## src/rtl/ctrl_pkg.sv

```systemverilog
// Shared definitions for the control-unit sequencing blocks: state encoding and default widths.
package ctrl_pkg;

  localparam logic ST_RUN    = 1'b0;
  localparam logic ST_HALTED = 1'b1;

  localparam int SC_WIDTH_DEF = 4;
  localparam int OP_WIDTH_DEF = 3;

  typedef enum logic {
    RUN    = ST_RUN,
    HALTED = ST_HALTED
  } state_t;

endpackage

```

## src/rtl/onehot_decoder.sv

```systemverilog
// Combinational N-to-2^N one-hot decoder; all outputs low when en is deasserted.
module onehot_decoder #(
  parameter int IN_W = 3
) (
  input  logic [IN_W-1:0]      sel,
  input  logic                 en,
  output logic [(1<<IN_W)-1:0] y
);

  always_comb begin
    y = '0;
    if (en) y[sel] = 1'b1;
  end

endmodule

```

## src/rtl/seq_timing_decoder.sv

```systemverilog
// Sequence counter with one-hot timing decode, registered opcode decode and RUN/HALTED gating.
//
//   state  | meaning
//   RUN    | SC advances/clears under control, T shows one-hot SC
//   HALTED | SC frozen, T forced to zero; start restarts at T0
module seq_timing_decoder
  import ctrl_pkg::*;
#(
  parameter int SC_WIDTH = SC_WIDTH_DEF,
  parameter int OP_WIDTH = OP_WIDTH_DEF
) (
  input  logic                     clk,
  input  logic                     rst_n,
  input  logic                     sc_inc,
  input  logic                     sc_clr,
  input  logic                     halt_req,
  input  logic                     start,
  input  logic                     op_load,
  input  logic [OP_WIDTH-1:0]      op_in,
  output logic [SC_WIDTH-1:0]      sc_value,
  output logic [(1<<SC_WIDTH)-1:0] T,
  output logic [(1<<OP_WIDTH)-1:0] D,
  output logic                     sc_wrap,
  output logic                     halted
);

  localparam int ND = 1 << OP_WIDTH;

  state_t          state;
  logic [ND-1:0]   d_next;

  always_ff @(posedge clk or negedge rst_n) begin
    if (!rst_n) begin
      state    <= RUN;
      sc_value <= '0;
      sc_wrap  <= 1'b0;
      D        <= '0;
    end else begin
      sc_wrap <= 1'b0;
      if (op_load) D <= d_next;
      case (state)
        RUN: begin
          if (halt_req) begin
            state <= HALTED;
          end else if (sc_clr) begin
            sc_value <= '0;
          end else if (sc_inc) begin
            sc_value <= sc_value + SC_WIDTH'(1);
            sc_wrap  <= (sc_value == '1);
          end
        end
        HALTED: begin
          // Restart always begins a fresh instruction at T0.
          if (start && !halt_req) begin
            state    <= RUN;
            sc_value <= '0;
          end
        end
        default: state <= RUN;
      endcase
    end
  end

  assign halted = (state == HALTED);

  onehot_decoder #(.IN_W(SC_WIDTH)) u_t_dec (
    .sel (sc_value),
    .en  (~halted),
    .y   (T)
  );

  onehot_decoder #(.IN_W(OP_WIDTH)) u_d_dec (
    .sel (op_in),
    .en  (1'b1),
    .y   (d_next)
  );

endmodule

```

## config.mk

```make
export PLATFORM = sky130hd
export DESIGN_NAME = seq_timing_decoder
export DESIGN_NICKNAME = d
export VERILOG_FILES = /design/src/rtl/ctrl_pkg.sv /design/src/rtl/onehot_decoder.sv /design/src/rtl/seq_timing_decoder.sv
export SDC_FILE = /design/constraint.sdc
export NUM_CORES = 1
export LEC_CHECK = 0
export ABC_AREA = 1
export ABC_CLOCK_PERIOD_IN_PS = 900
export CAP_MARGIN = 10
export CORE_MARGIN = 2
export CORE_UTILIZATION = 35
export CTS_CLUSTER_DIAMETER = 40
export CTS_CLUSTER_SIZE = 24
export DETAILED_ROUTE_END_ITERATION = 10
export PLACE_DENSITY_LB_ADDON = 0.15
export SLEW_MARGIN = 5
export SYNTH_ARGS = -nofsm -noshare
export SYNTH_HDL_FRONTEND = slang
export SYNTH_SLANG_ARGS = --single-unit
export TNS_END_PERCENT = 100
```

## constraint.sdc

```tcl
create_clock -name clk -period 0.9 [get_ports clk]
set_input_delay 0.18 -clock clk [delete_from_list [all_inputs] [get_ports clk]]
set_output_delay 0.18 -clock clk [all_outputs]
set_load 0.01 [all_outputs]
```

-- Word-level counts from Yosys, hierarchy flattened
Cells that the tools add are included.
- register bits after elaboration: 14
- output and inout port bits: 30
- add/sub/neg operators: 1
- $lt $le $gt $ge: 4
- equal/unequal tests: 4
- muxes and demuxes: 17
- bitwise operators: 1
- reductions and logical operators: 5
- operator list (cell ; count):
    $mux 16 ; 1
    $mux 4 ; 4
    $mux 1 ; 8
    $pmux 4 s2 ; 1
    $lt 4x5->1 const B ; 1
    $add 4x1->4 const B ; 1
    $demux 1 s4 ; 1
    $eq 4x4->1 const B ; 1
    $ge 4x1->1 const B ; 1
    $lt 3x4->1 const B ; 1
    $demux 1 s3 ; 1
    $ge 3x1->1 const B ; 1
    $logic_and 1x1->1 ; 3
    $ne 3x3->1 const B ; 1
    $reduce_and 3->1 ; 1
    $ne 2x1->1 const B ; 1
    $ne 2x2->1 const B ; 1
    $pmux 1 s2 ; 1
    $logic_not 1->1 ; 1
    $not 1->1 ; 1

-- Logic depth before layout (Yosys ltp)
- depth after elaboration: 5
- mapped depth: 5
- gate-level depth less buffers: 5

-- Cells and area by module
A second synthesis with hierarchy kept.
- cells, all modules: 109
- area total of the unflattened synthesis: 829.5 µm²
- modules (own cells, without submodules) (module ; times used ; cells each ; area each (µm²) ; seq. area each (µm²)):
    seq_timing_decoder ; 1 ; 59 ; 625.6 ; 350.3
    onehot_decoder at u_t_dec ; 1 ; 33 ; 140.1 ; 0.0
    onehot_decoder at u_d_dec ; 1 ; 17 ; 63.8 ; 0.0

-- Worst setup path before layout
OpenSTA, ideal clock, no wires.
- path type: reg2out
- start point: register sc_value[0]
- end point: output T[2]
- arrival: 0.977 ns
- required time: 0.720 ns
- setup slack: -0.257 ns
- stages on the path, launching flop included: 5
- buffers on the path: 0
- cell sequence: dfrtp_1 inv_1 ha_1 nand2_1 nor2_1
- longest elaborated chain between the ends: 5
- elaborated cells between the ends (all ways): 6
- those cells by class: 2 x order compare; 3 x mux; 1 x reduce/logical
- ends and longest elaborated chain (element ; RTL line ; source):
    start, declared ; seq_timing_decoder.sv:20 ; output logic [SC_WIDTH-1:0] sc_value,
    start signal, assigned ; seq_timing_decoder.sv:48 ; sc_value <= sc_value + SC_WIDTH'(1);
    $lt 4x5->1 (implied by the code) / $ge 4x1->1 (equally long branches) ; onehot_decoder.sv:12 ; if (en) y[sel] = 1'b1;
    $logic_and 1x1->1 (implied by the code) ; onehot_decoder.sv:12 ;
    $mux 1 (implied by the code) ; onehot_decoder.sv:12 ;
    $demux 1 s4 (*) ; - ;
    $mux 16 (*) ; onehot_decoder.sv:12 ;
    end, declared ; seq_timing_decoder.sv:21 ; output logic [(1<<SC_WIDTH)-1:0] T,
Every way passes the cells marked *; elsewhere a longest branch is shown, timed or not.

-- Final worst setup path
- start point: register sc_value[0]
- end point: output T[14]
Same word-level chain as after synthesis.

==> metrics <==
slew margin rel.=84.4%; Post-Synthesis Net Count=around 120; VDD IR max=approximately 1.1 mV; routed len/inst=about 13 um; total chip power=approximately 0.0015 W; post-layout net count=~200; Min Hold Slack=between 0.2 and 0.25 ns; Yosys warning total=0; max-cap check violation count=0; number of pins exceeding their max-slew limit in the final report=0; path category of the worst min-delay check=in -> async; number of buffers and inverters on the critical path=3; starting utilization of the core area=a little over a third; Syn Inst Count=~100; post-route ant nets=0; CTS tree=yes; Leakage=approximately 0.85 nW; startpoint type of the worst setup path=register; largest driver fanout on the critical path=4; Post-Syn Area per Cell=7.57 um^2; setup repair after global routing missed its margin=yes; PnR worst setup slack=-0.622 ns; crit-path most repeated cell=sky130_fd_sc_hd__buf_6; total count of hold-check failures in the final report=0; number of buffers added on ports=39; area overhead of the layout relative to synthesis=114%; number of design rule violations left after detail routing=0; final global-route overflow total=0; outcome=finished, violations left; via count of the first global-routing pass=roughly 1000; height of the die=approximately 50 um; highest clock rate=around 660 MHz; critical path data arrival time=approximately 1.3 ns; via density per instance=roughly 4.6; Post-Synth Adder-Cell Area=roughly 6.4%; class of the most critical setup path=reg -> out; period utilization=169%; post-synthesis share of cell area spent on xor and xnor gates=1.12%; Compound-Gate Fraction of Synth Area=around 7.1%; number of placed I/O pins=40; critical path's top delay family=flip-flops; count of different cell masters after synthesis=16; final core area utilization=around 78%; DIE AREA=about 2600 um^2; number of core rows=17; H-tree lvl count=1; power density over the cells=between 800 and 900 nW/um^2; Clk Latency, worst-skew pair=between 0.2 and 0.3 ns; routability congestion estimate=around 0.80; all-layer global routing usage=between 20% and 30%; maximum single-stage delay on the critical path=approximately 0.43 ns; HPWL after detailed placement=1.75 mm; dominant combinational cell family by area after synthesis=simple AND/OR/NAND/NOR gates; initial antenna violation count=0; number of register bits inferred by synthesis=14; clock tree root buffer cell=sky130_fd_sc_hd__clkbuf_4; failing checks=negative setup slack; slew at the pin closest to its max-slew limit=0.234 ns; aggregate negative setup slack=-13.32 ns; clock transition at the registers of the reported paths=about 0.080 ns; clock tree buffer depth=2; Detailed Route Iter0 Violations=11; fill cell count=157; final setup violating endpoints=36; number of clock buffers inserted by TritonCTS=3; Core ar.=about 2100 um^2; maximum number of pins on one net before global-route repair=15; first-pass iteration count of the detailed router=3; portion of netlist area occupied by mux cells=0%; wire length of the first global-routing pass=between 4 and 5 mm; min cycle time layout=about 1.5 ns; required arrival time at the worst endpoint=around 0.72 ns; hold buffers post-CTS=0; layout cell share with drive strength beyond 1=between 60 and 70%; number of diodes added for antenna fixing=0; Setup Skew=~0.00096 ns; sequential area share after synthesis=between 40 and 50%; detailed-route via count=about 960; number of sinks handled by clock tree synthesis=14; area fraction in and, or, nand and nor cells after synthesis=between 20 and 30%; die width=slightly above 50 um; Total Wirelength=2.71 mm; crit path cell chain=buf_6 -> inv_6 -> ha_4 -> nand2_8 -> nor2_4 -> buf_6; slowest stage cell on the critical path=sky130_fd_sc_hd__dfrtp_2; area of the mapped netlist=779 um^2; Critical Path Sink Type=primary output
flip-flops by register name, indices dropped and copies added (netlist names):
| signal | count |
|---|---|
| sc_value | 4 |
| halted | 1 |
| D | 8 |
| sc_wrap | 1 |
synth_stat cells:
library cell	n	area, um^2
sky130_fd_sc_hd__a21oi_1	1	5.00
sky130_fd_sc_hd__nor2_4	1	11.3
sky130_fd_sc_hd__xor2_1	1	8.76
sky130_fd_sc_hd__ha_1	4	50.1
sky130_fd_sc_hd__nor2_1	17	63.8
sky130_fd_sc_hd__buf_4	1	7.51
sky130_fd_sc_hd__buf_6	1	11.3
sky130_fd_sc_hd__o22ai_1	8	50.1
sky130_fd_sc_hd__nand3_1	3	15.0
sky130_fd_sc_hd__inv_2	1	3.75
sky130_fd_sc_hd__nor3_1	1	5.00
sky130_fd_sc_hd__dfrtp_1	14	350
sky130_fd_sc_hd__nand2_1	29	109
sky130_fd_sc_hd__inv_1	19	71.3
sky130_fd_sc_hd__nand2_4	1	11.3
sky130_fd_sc_hd__nand4_1	1	6.26
where the power goes:
part	leakage, nW	internal [W]	switching (W)
Sequential	0.182	0.000658	0.0000197
Clock	0.0150	0.000172	0.000198
Combinational	0.653	0.000214	0.000198
per-stage QoR:
step	instance area, um^2	setup WS (ns)	instances
global route	1670	-0.685	208
finish	1670	-0.622	208
detailed placement	1410	-0.730	183
floorplan	880	-0.200	103
global placement	1410	-0.695	183
CTS	1570	-0.613	198
logic make-up after synthesis:
group / Yosys count
flops: 14
compound gates: 9
fa+ha+maj: 4
simple gates: 53
buf+inv: 22
xor+xnor: 1
layer usage:
layer | vias up | routed length, um | share of wire, % | GRT usage (%)
li1 | 475 | - | - | -
met1 | 456 | 1080 | 40 | 26.6
met2 | 20 | 1470 | 54 | 43.7
met3 | 7 | 115 | 4.2 | 6.14
met4 | 0 | 44 | 1.6 | 6.76
met5 | - | 0 | 0 | 0
layout by cell type (no fill, tap or decap), drive strengths merged:
master	synthesis	layout
buf	2	63
nor3	1	1
clkdlybuf4s50	0	8
nand3	3	3
nand4	1	1
a21oi	1	1
nor2	18	18
dfrtp	14	14
xor2	1	1
nand2	30	30
ha	4	4
clkbuf	0	7
o22ai	8	8
dlymetal6s2s	0	1
inv	20	20
final timing paths:
path | startpoint | end | slack, ns | depth (start not counted)
max | sc_value[0] | T[14] | -0.62 | 6
min | rst_n | D[2] | 0.22 | 2
max reg2reg | halted | halted | -0.28 | 6
min reg2reg | D[7] | D[7] | 0.54 | 2
max in group asynchronous | rst_n | halted | 0.55 | 2
min in group clk | op_load | D[0] | 0.34 | 3
what timing repair did:
| item | CTS | global route |
|---|---|---|
| setup endpoints to repair | 37 | 42 |
| pin swaps | 14 | 3 |
| gates resized for setup | 153 | 15 |
| buffers inserted | 11 | 10 |
cell type report:
cell class | instances | area [um^2] | share of cell area, %
multi-input cells | 67 | 537 | 32.1
well taps | 28 | 35.0 | 2.10
inverters | 20 | 90.1 | 5.39
repair buffers | 75 | 627 | 37.5
clock buffers | 4 | 26.3 | 1.57
flip-flops and latches | 14 | 355 | 21.3
Note: power is estimated with default switching activity, not from simulation.
